[src/rtl/spi_ram_bridge.sv]
// spi_ram_bridge: SPI slave (one bit per clk) fronting a single-port RAM with
// independent write/read pointers, burst auto-increment and frame-error pulses.
module spi_ram_bridge #(
    parameter int DATA_W    = 8,
    parameter int ADDR_W    = 8,
    parameter int MEM_DEPTH = 256,
    parameter int AUTO_INC  = 1
) (
    input  logic clk,
    input  logic rst,
    input  logic SS_n,
    input  logic MOSI,
    output logic MISO,
    output logic busy,
    output logic frame_err
);
    localparam int MAXW = ADDR_W > DATA_W ? ADDR_W : DATA_W;
    localparam int CW   = $clog2(MAXW + 1);

    typedef enum logic [2:0] {IDLE, CMD, WADDR, WDATA, RADDR, RTURN, RDATA, HOLD} state_t;

    state_t state_q, state_d;
    logic [CW-1:0] cnt_q, cnt_d;
    logic [MAXW-1:0] in_sr_q, in_sr_d;
    logic [DATA_W-1:0] out_sr_q, out_sr_d;
    logic [ADDR_W-1:0] wptr_q, wptr_d, rptr_q, rptr_d;
    logic cmd_hi_q, cmd_hi_d, armed_q, armed_d, rd_oor_q, rd_oor_d;
    logic miso_q, miso_d, busy_q, err_q, err_d;
    logic mem_we, mem_re;
    logic [ADDR_W-1:0] mem_addr;
    logic [DATA_W-1:0] mem_wdata, rdata_q, rd_word;
    logic [DATA_W-1:0] mem [MEM_DEPTH];

    function automatic logic in_range(input logic [ADDR_W-1:0] p);
        return 32'(p) < MEM_DEPTH;
    endfunction

    function automatic logic [ADDR_W-1:0] inc(input logic [ADDR_W-1:0] p);
        return AUTO_INC == 0 ? p : (32'(p) == MEM_DEPTH - 1 ? '0 : p + 1'b1);
    endfunction

    assign MISO      = miso_q;
    assign busy      = busy_q;
    assign frame_err = err_q;
    assign rd_word   = rd_oor_q ? '0 : rdata_q;

    always_comb begin
        state_d   = state_q;
        cnt_d     = cnt_q;
        in_sr_d   = {in_sr_q[MAXW-2:0], MOSI};
        out_sr_d  = out_sr_q;
        wptr_d    = wptr_q;
        rptr_d    = rptr_q;
        cmd_hi_d  = cmd_hi_q;
        armed_d   = armed_q | SS_n;
        rd_oor_d  = rd_oor_q;
        miso_d    = 1'b0;
        err_d     = 1'b0;
        mem_we    = 1'b0;
        mem_re    = 1'b0;
        mem_addr  = wptr_q;
        mem_wdata = in_sr_d[DATA_W-1:0];
        if (state_q != IDLE && SS_n) begin
            state_d = IDLE;
            cnt_d   = '0;
            err_d   = state_q == CMD || state_q == WADDR || state_q == RADDR ||
                      (state_q == WDATA && cnt_q != '0);
        end else begin
            case (state_q)
                IDLE: if (!SS_n && armed_q) begin
                    state_d  = CMD;
                    cmd_hi_d = MOSI;
                    cnt_d    = '0;
                end
                CMD: state_d = cmd_hi_q ? (MOSI ? RTURN : RADDR) : (MOSI ? WDATA : WADDR);
                WADDR, RADDR: begin
                    cnt_d = cnt_q + 1'b1;
                    if (cnt_q == CW'(ADDR_W - 1)) begin
                        state_d = HOLD;
                        wptr_d  = state_q == WADDR ? in_sr_d[ADDR_W-1:0] : wptr_q;
                        rptr_d  = state_q == RADDR ? in_sr_d[ADDR_W-1:0] : rptr_q;
                    end
                end
                WDATA: begin
                    cnt_d = cnt_q == CW'(DATA_W - 1) ? '0 : cnt_q + 1'b1;
                    if (cnt_q == CW'(DATA_W - 1)) begin
                        mem_we = in_range(wptr_q);
                        err_d  = !in_range(wptr_q);
                        wptr_d = inc(wptr_q);
                    end
                end
                RTURN: begin
                    state_d  = RDATA;
                    cnt_d    = '0;
                    mem_addr = rptr_q;
                    mem_re   = in_range(rptr_q);
                    rd_oor_d = !in_range(rptr_q);
                end
                RDATA: begin
                    // word boundary loads the prefetched word; the last bit prefetches the next
                    miso_d   = cnt_q == '0 ? rd_word[DATA_W-1] : out_sr_q[DATA_W-1];
                    out_sr_d = (cnt_q == '0 ? rd_word : out_sr_q) << 1;
                    err_d    = cnt_q == '0 && rd_oor_q;
                    cnt_d    = cnt_q == CW'(DATA_W - 1) ? '0 : cnt_q + 1'b1;
                    if (cnt_q == CW'(DATA_W - 1)) begin
                        rptr_d   = inc(rptr_q);
                        mem_addr = rptr_d;
                        mem_re   = in_range(rptr_d);
                        rd_oor_d = !in_range(rptr_d);
                    end
                end
                default: ;
            endcase
        end
    end

    always_ff @(posedge clk or posedge rst) begin
        if (rst) begin
            state_q  <= IDLE;
            cnt_q    <= '0;
            in_sr_q  <= '0;
            out_sr_q <= '0;
            wptr_q   <= '0;
            rptr_q   <= '0;
            cmd_hi_q <= 1'b0;
            armed_q  <= 1'b0;
            rd_oor_q <= 1'b0;
            miso_q   <= 1'b0;
            busy_q   <= 1'b0;
            err_q    <= 1'b0;
        end else begin
            state_q  <= state_d;
            cnt_q    <= cnt_d;
            in_sr_q  <= in_sr_d;
            out_sr_q <= out_sr_d;
            wptr_q   <= wptr_d;
            rptr_q   <= rptr_d;
            cmd_hi_q <= cmd_hi_d;
            armed_q  <= armed_d;
            rd_oor_q <= rd_oor_d;
            miso_q   <= state_d == RDATA ? miso_d : 1'b0;
            busy_q   <= state_d != IDLE;
            err_q    <= err_d;
        end
    end

    always_ff @(posedge clk) begin
        if (mem_we) mem[mem_addr] <= mem_wdata;
        if (mem_re) rdata_q <= mem[mem_addr];
    end
endmodule

[config.mk]
export PLATFORM = sky130hd
export DESIGN_NAME = spi_ram_bridge
export DESIGN_NICKNAME = d
export VERILOG_FILES = /design/src/rtl/spi_ram_bridge.sv
export SDC_FILE = /design/constraint.sdc
export NUM_CORES = 2
export LEC_CHECK = 0
export CORE_MARGIN = 2
export CORE_UTILIZATION = 40
export CTS_BUF_LIST = sky130_fd_sc_hd__clkbuf_4
export DETAILED_ROUTE_END_ITERATION = 6
export PLACE_DENSITY = 0.61
export SYNTH_ARGS = -nofsm -noshare
export SYNTH_HDL_FRONTEND = slang
export SYNTH_SLANG_ARGS = --single-unit
export TNS_END_PERCENT = 30
[constraint.sdc]
create_clock -name clk -period 4 [get_ports clk]
set_clock_uncertainty 0.1 [all_clocks]
set_input_delay 0.4 -clock clk [delete_from_list [all_inputs] [get_ports clk]]
set_output_delay 0.4 -clock clk [all_outputs]
set_load 0.03 [all_outputs]
==> results.txt <==
The flow ran to the end, but the final reports show violations. The checks that failed: setup timing. The worst setup path is captured at a flop. Sequential cells were found to cover 76.8% of the synthesized design area.

TritonCTS built the clock tree. In this run the deepest clock path goes through 4 buffers. The count of max-cap constraint violations is 0.

For this run, the number of Yosys warnings is 0. The required time reported for the critical path endpoint came out at 4960 ps. CTS saw 2,098 sinks.

The detailed placement HPWL is 147 mm. The final non-filler cell total is 8,234. The arrival time at the worst endpoint is 5380 ps. The post-synth net total is 4,014. The number of global-route vias before repair came out at 47,100.

Entering global routing, the biggest net connects 138 pins. The detailed router finished its first iteration with 5,260 violations. The highest net fanout along the worst path came out at 22. The die span in x came out at 456 um. The share of the cycle needed by the critical path after routing came out at 110%. Compared with the post-synthesis result, the final layout area differs by 23.7%. Timing analysis after detailed placement gives a worst setup slack of -1060 ps. The H-tree level count came out at 6. The row count came out at 165. Grouping stages by cell kind, the critical path spends the most delay in compound AO/OA/AOI/OAI gates. Setup repair after global routing could not meet its margin everywhere.

The remaining routing DRC violations came out at 0. The setup TNS came out at -2350 ps. For this run, the total global-route usage over all layers was measured as 22.0%. The number of synthesized register bits came out at 2,098. The number of buffers added by the clock tree synthesis step came out at 551.

The final wirelength is 231 mm. The worst slew margin relative to its limit is 27.2%. The clock-pin slew of the registers on the worst-case setup and hold paths came out at 60 ps. The pre-antenna-repair detailed-routing pass consisted of 5 iterations. The global-route wire length before repair is 332 mm. On the critical path, the stage with the largest delay is an instance of sky130_fd_sc_hd__or4_4. The insertion delay of the later-clocked pin in the worst-skew pair came out at 1360 ps. The final-report setup violation count is 8. The final design instance area without fill came out at 101,000 um^2. Leaving out fill and tap cells, the most frequent cell in the layout is sky130_fd_sc_hd__edfxtp_1. The number of vias per cell after detailed routing is 5.65. Derived from the worst setup path, the maximum achievable clock frequency is 226 MHz. In this run the count of I/O pins placed on the die edge is 7.

The routability congestion estimate came out at 0.861. The critical path is of the flop to flop type. The layout cell share with drive strength beyond 1 came out at 44.7%. Traced cell by cell, the critical path runs through ha_2 -> and3_4 -> a2111oi_4 -> o221ai_2 -> a22o_4 -> buf_12 -> buf_12 -> mux4_2 -> a22oi_2 -> a21oi_1 -> or4_4 -> or4_4. The post-synthesis cell type count came out at 62. The floorplan die area came out at 208,000 um^2. The total power density per cell area came out at 428 nW/um^2. The top flip-flop cell by instance count after synthesis is sky130_fd_sc_hd__edfxtp_1. The height of the die is 456 um. The post-layout minimum cycle time came out at 4420 ps.

The largest single stage delay on the critical path is 560 ps. The starting density of the core is 40.3%. The post-synthesis cell count is 4,006. The cell count after placement came out at 7,299. The number of slew-limit violations in the final report is 0. The cell area after synthesis came out at 81,800 um^2. In the layout the commonest cells are sky130_fd_sc_hd__edfxtp_1 (2,056), sky130_fd_sc_hd__clkbuf_4 (787), sky130_fd_sc_hd__buf_4 (691). Yosys mapped a number of flops with a built-in enable equal to 2,056. The worst setup path is launched from a flop. The worst min-delay path category is primary input to asynchronous set/reset pin. The initial antenna violation count came out at 8. The count of endpoints failing hold in the final timing report is 0.

The post-detailed-route count of antenna-violating nets is 0. The remaining global-route overflow is 0. The critical path buffer and inverter count came out at 2. The port buffer count came out at 6.

The mean instance size in the synthesized netlist came out at 20.4 um^2. The analysis attributes to cell leakage a power of 33.6 nW. The slew at the pin with the worst max-slew slack is 1090 ps. The routed wirelength normalized by instance count came out at 28.1 um. The clock root buffer master is sky130_fd_sc_hd__clkbuf_4. The via count is 46,500. In the post-route analysis, the smallest setup slack over all paths is -419 ps.

The proportion of synthesized flip-flops having asynchronous set or reset is 2.00%. VDD sags by at most 0.000286 V. The post-place instance area came out at 93,400 um^2. The count of nets after finishing came out at 5,225.

The floorplan step defined a core boundary enclosing 203,000 um^2.
## final timing paths
| kind | from | endpoint | slack, ps | cells after the start |
|---|---|---|---|---|
| max | rptr_q[0]$_DFFE_PP0P_ | rdata_q[6]$_DFFE_PP_ | -420 | 12 |
| min | rst | rptr_q[1]$_DFFE_PP0P_ | 110 | 3 |
| max reg2reg | rptr_q[0]$_DFFE_PP0P_ | rdata_q[6]$_DFFE_PP_ | -420 | 12 |
| min reg2reg | armed_q$_DFF_PP0_ | armed_q$_DFF_PP0_ | 380 | 1 |
| max in group asynchronous | rst | in_sr_q[1]$_DFF_PP0_ | 2860 | 3 |
| min in group clk | armed_q$_DFF_PP0_ | armed_q$_DFF_PP0_ | 380 | 1 |
## synth_stat cells, drive strengths merged (3+ instances only)
cell type	n	area, um^2
or3	3	18.8
o22ai	20	125
buf	140	803
ha	4	50.1
dfrtp	42	1050
mux2i	77	771
a31oi	5	31.3
edfxtp	2056	61700
a21oi	102	510
nor2b	4	25.0
o211ai	4	30.0
nand2	198	743
a211oi	30	225
and3b	3	26.3
nor2	300	1130
o21ai	39	195
nor3	14	70.1
nand3	59	295
inv	13	48.8
nand3b	3	22.5
a21o	5	37.5
o2bb2ai	4	35.0
mux4	504	11400
or4	4	30.0
o21a	4	30.0
nor4	22	138
and4	3	26.3
a22oi	133	998
nand4	10	62.6
o221ai	3	26.3
a22o	8	70.1
clkbuf	103	387
and3	41	257
mux2	6	67.6
nand2b	5	31.3
a311oi	7	61.3
## repair_timing
action	CTS	global route
gates cloned	3	1
pin swaps	40	23
hold buffers	5	0
endpoints found under the setup margin	8	365
endpoints found under the hold margin	315	0
setup buffers	17	16
gates resized for setup	98	88
## area by class of cell
class	instances	area [um^2]
fillers	16600	102000
flip-flops and latches	2098	62800
multi-input cells	1651	19300
repair buffers	901	9110
clock buffers	787	5910
well taps	2672	3340
clock inverters	99	601
inverters	14	52.6
diodes	12	30.0
## sequential cells by signal, summed over array words and instances, names as in the netlist, 3 cells and up
signal and cells:
in_sr_q 7, state_q 3, cnt_q 4, rdata_q 8, mem 2048, wptr_q 8, out_sr_q 7, rptr_q 8
## stage by stage
stage	hold slack, ps	total power (W)	util (%)
final	110	0.0433	49.9
after global placement	346	0.0257	46.1
after floorplan	328	0.0253	-
after detailed placement	377	0.0257	46.1
after CTS	43.1	0.0437	49.7
after global routing	127	0.0450	49.9
## per-layer routing
| layer | up-vias | routed length [um] | global-route usage (%) |
|---|---|---|---|
| met5 | - | 47 | 0 |
| met4 | 4 | 6090 | 6.96 |
| met3 | 387 | 22900 | 5.64 |
| met2 | 2401 | 109000 | 34.0 |
| met1 | 24300 | 93600 | 30.8 |
| li1 | 19400 | - | - |
## tightest hold or removal path, cell delays in order
cell,delay [ps]
sky130_fd_sc_hd__dlygate4sd3_1,540
sky130_fd_sc_hd__clkdlybuf4s50_1,440
sky130_fd_sc_hd__inv_2,770
## where the power goes
group	internal (W)	leakage (nW)	switching (W)	total [W]
logic	0.000387	10.7	0.000643	0.00103
registers	0.0242	19.0	0.000118	0.0243
clock network	0.00947	3.94	0.00853	0.0180
total	0.0340	33.6	0.00929	0.0433
## logic make-up after synthesis
group	share of synthesized area (%)
compound gates	3.10
xor+xnor	0.0321
fa+ha+maj	0.0612
buf+inv	1.52
flops	76.8
mux	14.9
simple gates	3.59
(Power assumes the default switching activity.)
